`src/rtl/btn_debounce_pkg.sv`:
```
// Shared definitions for the btn_debounce pushbutton conditioner: FSM encoding
// and counter-width helper.
package btn_debounce_pkg;

   typedef enum logic {
      ST_STABLE   = 1'b0,
      ST_SETTLING = 1'b1
   } db_state_e;

   localparam int SYNC_STAGES = 2;

   // Bits needed to hold any value 0..n inclusive.
   function automatic int cnt_width(input int n);
      return (n < 1) ? 1 : $clog2(n + 1);
   endfunction

endpackage

```
`src/rtl/btn_debounce_chan.sv`:
```
// One debounce channel: 2-FF synchronizer, stability FSM, edge pulses and,
// when BTN_DEBOUNCE_HOLD_EN is defined, a one-shot long-press detector.
module btn_debounce_chan
   import btn_debounce_pkg::*;
#(
   parameter int DEBOUNCE_CYCLES = 1_000_000
`ifdef BTN_DEBOUNCE_HOLD_EN
  ,parameter int HOLD_CYCLES     = 100_000_000
`endif
) (
   input  logic i_clk,
   input  logic i_reset,
   input  logic i_btn,
   output logic o_btn,
   output logic o_pressed,
   output logic o_released,
   output logic o_held
);

   localparam int            CW       = cnt_width(DEBOUNCE_CYCLES);
   localparam logic [CW-1:0] CNT_ONE  = CW'(1);
   localparam logic [CW-1:0] CNT_LAST = CW'(DEBOUNCE_CYCLES - 1);

   logic          s1_q, s2_q;
   db_state_e     state_q, state_d;
   logic [CW-1:0] cnt_q, cnt_d;
   logic          btn_q, btn_d;
   logic          pressed_q, pressed_d;
   logic          released_q, released_d;
   logic          commit;

   always_ff @(posedge i_clk or posedge i_reset) begin
      if (i_reset) begin
         s1_q       <= 1'b0;
         s2_q       <= 1'b0;
         state_q    <= ST_STABLE;
         cnt_q      <= '0;
         btn_q      <= 1'b0;
         pressed_q  <= 1'b0;
         released_q <= 1'b0;
      end else begin
         s1_q       <= i_btn;
         s2_q       <= s1_q;
         state_q    <= state_d;
         cnt_q      <= cnt_d;
         btn_q      <= btn_d;
         pressed_q  <= pressed_d;
         released_q <= released_d;
      end
   end

   always_comb begin
      state_d = state_q;
      cnt_d   = cnt_q;
      commit  = 1'b0;
      case (state_q)
         ST_STABLE: begin
            if (s2_q != btn_q) begin
               // A one-cycle debounce accepts the very first differing sample.
               if (DEBOUNCE_CYCLES == 1) begin
                  commit = 1'b1;
               end else begin
                  state_d = ST_SETTLING;
                  cnt_d   = CNT_ONE;
               end
            end else begin
               cnt_d = '0;
            end
         end
         ST_SETTLING: begin
            if (s2_q == btn_q) begin
               state_d = ST_STABLE;
               cnt_d   = '0;
            end else if (cnt_q == CNT_LAST) begin
               commit = 1'b1;
            end else begin
               cnt_d = cnt_q + CNT_ONE;
            end
         end
         default: begin
            state_d = ST_STABLE;
            cnt_d   = '0;
         end
      endcase
      if (commit) begin
         state_d = ST_STABLE;
         cnt_d   = '0;
      end
   end

   assign btn_d      = commit ? s2_q : btn_q;
   assign pressed_d  = commit &  s2_q;
   assign released_d = commit & ~s2_q;

   assign o_btn      = btn_q;
   assign o_pressed  = pressed_q;
   assign o_released = released_q;

`ifdef BTN_DEBOUNCE_HOLD_EN
   localparam int            HW        = cnt_width(HOLD_CYCLES);
   localparam logic [HW-1:0] HOLD_LAST = HW'(HOLD_CYCLES);

   logic [HW-1:0] hold_q, hold_d;
   logic          held_q, held_d;

   // Counter parks at HOLD_CYCLES so the pulse fires once per press.
   always_comb begin
      hold_d = hold_q;
      held_d = 1'b0;
      if (commit) begin
         hold_d = '0;
      end else if (btn_q && (hold_q != HOLD_LAST)) begin
         hold_d = hold_q + HW'(1);
         held_d = (hold_d == HOLD_LAST);
      end
   end

   always_ff @(posedge i_clk or posedge i_reset) begin
      if (i_reset) begin
         hold_q <= '0;
         held_q <= 1'b0;
      end else begin
         hold_q <= hold_d;
         held_q <= held_d;
      end
   end

   assign o_held = held_q;
`else
   assign o_held = 1'b0;
`endif

endmodule

```
`src/rtl/btn_debounce.sv`:
```
// Multi-channel pushbutton conditioner: NBTN independent debounce channels.
// Long-press pulses on o_held exist only when BTN_DEBOUNCE_HOLD_EN is defined.
module btn_debounce
   import btn_debounce_pkg::*;
#(
   parameter int NBTN            = 8,
   parameter int DEBOUNCE_CYCLES = 1_000_000,
   parameter int HOLD_CYCLES     = 100_000_000
) (
   input  logic            i_clk,
   input  logic            i_reset,
   input  logic [NBTN-1:0] i_btn,
   output logic [NBTN-1:0] o_btn,
   output logic [NBTN-1:0] o_pressed,
   output logic [NBTN-1:0] o_released,
   output logic [NBTN-1:0] o_held
);

   // Marks an out-of-range configuration in the elaborated hierarchy.
   if ((DEBOUNCE_CYCLES < 1) || (HOLD_CYCLES < 1)) begin : g_invalid_cycle_params
   end

   for (genvar gi = 0; gi < NBTN; gi++) begin : g_chan
      btn_debounce_chan #(
         .DEBOUNCE_CYCLES(DEBOUNCE_CYCLES)
`ifdef BTN_DEBOUNCE_HOLD_EN
        ,.HOLD_CYCLES    (HOLD_CYCLES)
`endif
      ) u_chan (
         .i_clk      (i_clk),
         .i_reset    (i_reset),
         .i_btn      (i_btn[gi]),
         .o_btn      (o_btn[gi]),
         .o_pressed  (o_pressed[gi]),
         .o_released (o_released[gi]),
         .o_held     (o_held[gi])
      );
   end

endmodule

```
`config.mk`:
```
export PLATFORM = sky130hd
export DESIGN_NAME = btn_debounce
export DESIGN_NICKNAME = d
export VERILOG_FILES = /design/src/rtl/btn_debounce_pkg.sv /design/src/rtl/btn_debounce_chan.sv /design/src/rtl/btn_debounce.sv
export SDC_FILE = /design/constraint.sdc
export NUM_CORES = 1
export LEC_CHECK = 0
export ABC_AREA = 1
export CAP_MARGIN = 30
export CORE_ASPECT_RATIO = 2
export CORE_MARGIN = 10
export CORE_UTILIZATION = 50
export DETAILED_ROUTE_END_ITERATION = 10
export PLACE_DENSITY = 0.68
export SYNTH_ARGS = -nofsm -noshare
export SYNTH_HDL_FRONTEND = slang
export SYNTH_SLANG_ARGS = --single-unit
```
`constraint.sdc`:
```
create_clock -name i_clk -period 11.7 [get_ports i_clk]
set_input_delay 2.34 -clock i_clk [delete_from_list [all_inputs] [get_ports i_clk]]
set_output_delay 2.34 -clock i_clk [all_outputs]
set_load 0.03 [all_outputs]
```
==> flow_summary.json <==
{
  "fillerInstances": 2087,
  "fp.dieW_um": 125.4,
  "seq_area_frac_synth": 0.4689,
  "internal_power_mw": 1.135,
  "cp-end-kind": "primary output",
  "clk_pin_slew_ps": 70,
  "skew_ps": 16.65,
  "grt_max_degree": 135,
  "routed_via_density": 4.955,
  "critPathKind": "flop to primary output",
  "synth.area.top_cells": "dfrtp_1 (47%), nor2_1 (11%), nand2_1 (10%)",
  "drc": 0,
  "relSlewSlack": 0.5648,
  "grt_pass1_wl_um": 38780,
  "die_area_um2": 28920,
  "start_kind": "flop",
  "vias": 8677,
  "area_delta_synth_final_pct": 10.58,
  "power.leakage_nw": 5.302,
  "drive_above_1_share": 0.07729,
  "cts_sinks": 208,
  "crit_required_ps": 9360,
  "switchingPower_uw": 334.1,
  "pwr-share-seq": 0.499,
  "slowest_stage": "clkdlybuf4s50_1",
  "synth.cell_area_um2": 11100,
  "rsz0062_at_grt": "false",
  "synth_warnings": 0,
  "tns_ps": 0,
  "worst_pin_slew_ps": 652.8,
  "wl_per_cell_um": 12.76,
  "finalWorstPathRequiredPeriod_ps": 3933,
  "combPwrFrac": 0.031,
  "synth-seq-cells": 208,
  "grt_pass1_vias": 8839,
  "final_nets": 1478,
  "fmax_mhz": 254.3,
  "setup_viol": 0,
  "synth_area_leader_cell": "dfrtp_1",
  "path_cells": "clkdlybuf4s50_1",
  "final.period_utilization": 0.3361,
  "wirelength_um": 22350,
  "critical_path_arrival_ps": 1590,
  "post_cts_resized": 0,
  "overflow": 0,
  "cp.buffers_inverters": 1,
  "multi_input_area_um2": 4907,
  "placed_cell_area_um2": 11520,
  "pwr-share-clk": 0.469,
  "postCtsSetupBuffers": 0,
  "numCtsBuffers": 21,
  "coreArea_um2": 21970,
  "finalPower_mw": 1.469,
  "regArea_um2": 5205,
  "finalHoldViolCount": 0,
  "rows": 77,
  "gp_congestion": 0.8503,
  "synth_top_area_share": 0.4689,
  "avgSynthCellArea_um2": 7.741,
  "dr.pass1.iters": 5,
  "drt_iter0_drc": 428,
  "htreeDepth": 1,
  "io_buffers": 33,
  "antenna_cells": 0,
  "die_y_um": 230.7,
  "slowest_delay_ps": 700,
  "hpwl_um": 16460,
  "initial_core_util": 0.5054,
  "worstPathMaxFanout": 4,
  "postRouteAntennaNets": 0,
  "status": "completed",
  "synth_cell_type_count": 34,
  "maxCapViolations": 0,
  "antenna_found_initial": 0,
  "synthCells": 1434,
  "final_util": 0.5588,
  "critical-path-top-delay-family": "buffers and inverters",
  "stdcell_area_um2": 12280,
  "cts_tree": "built",
  "insertion_delay_ps": 520,
  "io_pins": 42,
  "vdd_drop_max_uv": 124.3,
  "cellPowerDensity_nw_per_um2": 119.7,
  "report.final.slew_viol_count": 0,
  "cts_buffer_depth": 3,
  "clock-root-buffer": "clkbuf_16",
  "grt_usage": 0.1554,
  "swShare": 0.2275,
  "cts_hold_buffers": 0,
  "hp-class": "flop to flop"
}
flip-flops by register name, summed over array words and instances, names as in the netlist:
| register | flops |
|---|---|
| g_chan.u_chan.o_released | 8 |
| g_chan.u_chan.state_q | 8 |
| g_chan.u_chan.s2_q | 8 |
| g_chan.u_chan.cnt_q | 160 |
| g_chan.u_chan.o_btn | 8 |
| g_chan.u_chan.o_pressed | 8 |
| g_chan.u_chan.s1_q | 8 |
routing by layer:
| metal | part of all wire | routed length [µm] | vias up | global-route usage |
|---|---|---|---|---|
| li1 | - | - | 4430 | - |
| met1 | 0.36 | 7943 | 4111 | 0.1487 |
| met2 | 0.59 | 13100 | 91 | 0.3117 |
| met3 | 0.028 | 615 | 45 | 0.02249 |
| met4 | 0.031 | 688 | 0 | 0.07050 |
| met5 | 0 | 0 | - | 0 |
logic make-up after synthesis:
family	after synthesis	share of synthesized area
buffers and inverters	231	0.09141
xor gates and xnor gates	77	0.06075
other	1	0.0003378
DFF	208	0.4689
AOI/OAI and AO/OA	48	0.02390
and+or+nand+nor	861	0.3457
adders and majority gates	8	0.009017
synth_stat cells (all sizes together):
master / count
nor2: 364
nand2: 326
dfrtp: 208
inv: 191
nand3: 84
nor3: 60
xor2: 55
buf: 40
nand4: 22
xnor2: 22
o21ai: 21
a21oi: 16
ha: 8
a211oi: 3
nor3b: 3
o21a: 3
o21bai: 3
a31oi: 1
and2: 1
and3: 1
conb: 1
o22ai: 1
power by group through the flow:
stage / Combinational (mW) / Sequential, mW / Clock (mW)
after detailed placement: 0.0461 / 0.747 / 0
final: 0.0462 / 0.733 / 0.689
after global placement: 0.0451 / 0.747 / 0
after CTS: 0.0462 / 0.733 / 0.714
after global routing: 0.0538 / 0.734 / 0.736
after floorplan: 0.0361 / 0.745 / 0
path summary, 6_finish.rpt:
| kind | end | depth (start not counted) | slack (ps) | from |
|---|---|---|---|---|
| max in group asynchronous | g_chan[2].u_chan.o_released | 5 | 8170 | i_reset |
| min in group asynchronous | g_chan[5].u_chan.s2_q | 2 | 2110 | i_reset |
| max | o_btn[2] | 1 | 7770 | g_chan[2].u_chan.o_btn |
| max reg2reg | g_chan[1].u_chan.cnt_q[18] | 6 | 9990 | g_chan[1].u_chan.cnt_q[0] |
| min reg2reg | g_chan[5].u_chan.s2_q | 0 | 340 | g_chan[5].u_chan.s1_q |
| min | g_chan[5].u_chan.s2_q | 0 | 340 | g_chan[5].u_chan.s1_q |
layout by cell type (no fill, tap or decap), types with 2 or more instances in the layout:
master and n:
a211oi_1 3, a21oi_1 16, buf_16 2, bufinv_16 2, clkbuf_1 3, clkbuf_16 21
clkbuf_8 3, clkdlybuf4s50_1 33, clkinv_2 3, clkinvlp_4 4, conb_1 8, dfrtp_1 208
ha_1 8, inv_1 184, inv_2 6, nand2_1 310, nand2_2 15, nand3_1 68
nand3_2 15, nand4_1 22, nor2_1 333, nor2_2 12, nor2_4 19, nor3_1 55
nor3_2 2, nor3_4 3, nor3b_1 2, o21a_1 3, o21ai_0 19, o21ai_1 2
o21bai_1 3, xnor2_1 22, xor2_1 55
stage by stage:
stage                     hold WS (ps)  cells  setup slack [ps]
after global routing             353.0   1751              7709
after global placement           334.8   1711              7109
final                            343.1   1751              7767
after detailed placement         335.8   1711              7088
after floorplan                  331.2   1441              3679
after CTS                        346.2   1749              7648
cell type report:
class                           count  area share
Sequential cell                   208      0.4240
Clock buffer                       27     0.04709
Multi-Input combinational cell   1002      0.3998
Inverter                          191     0.05902
Tap cell                          276     0.02813
Clock inverter                     11    0.009989
Timing Repair Buffer               36     0.03200
Power figures use the tool's default switching activity.
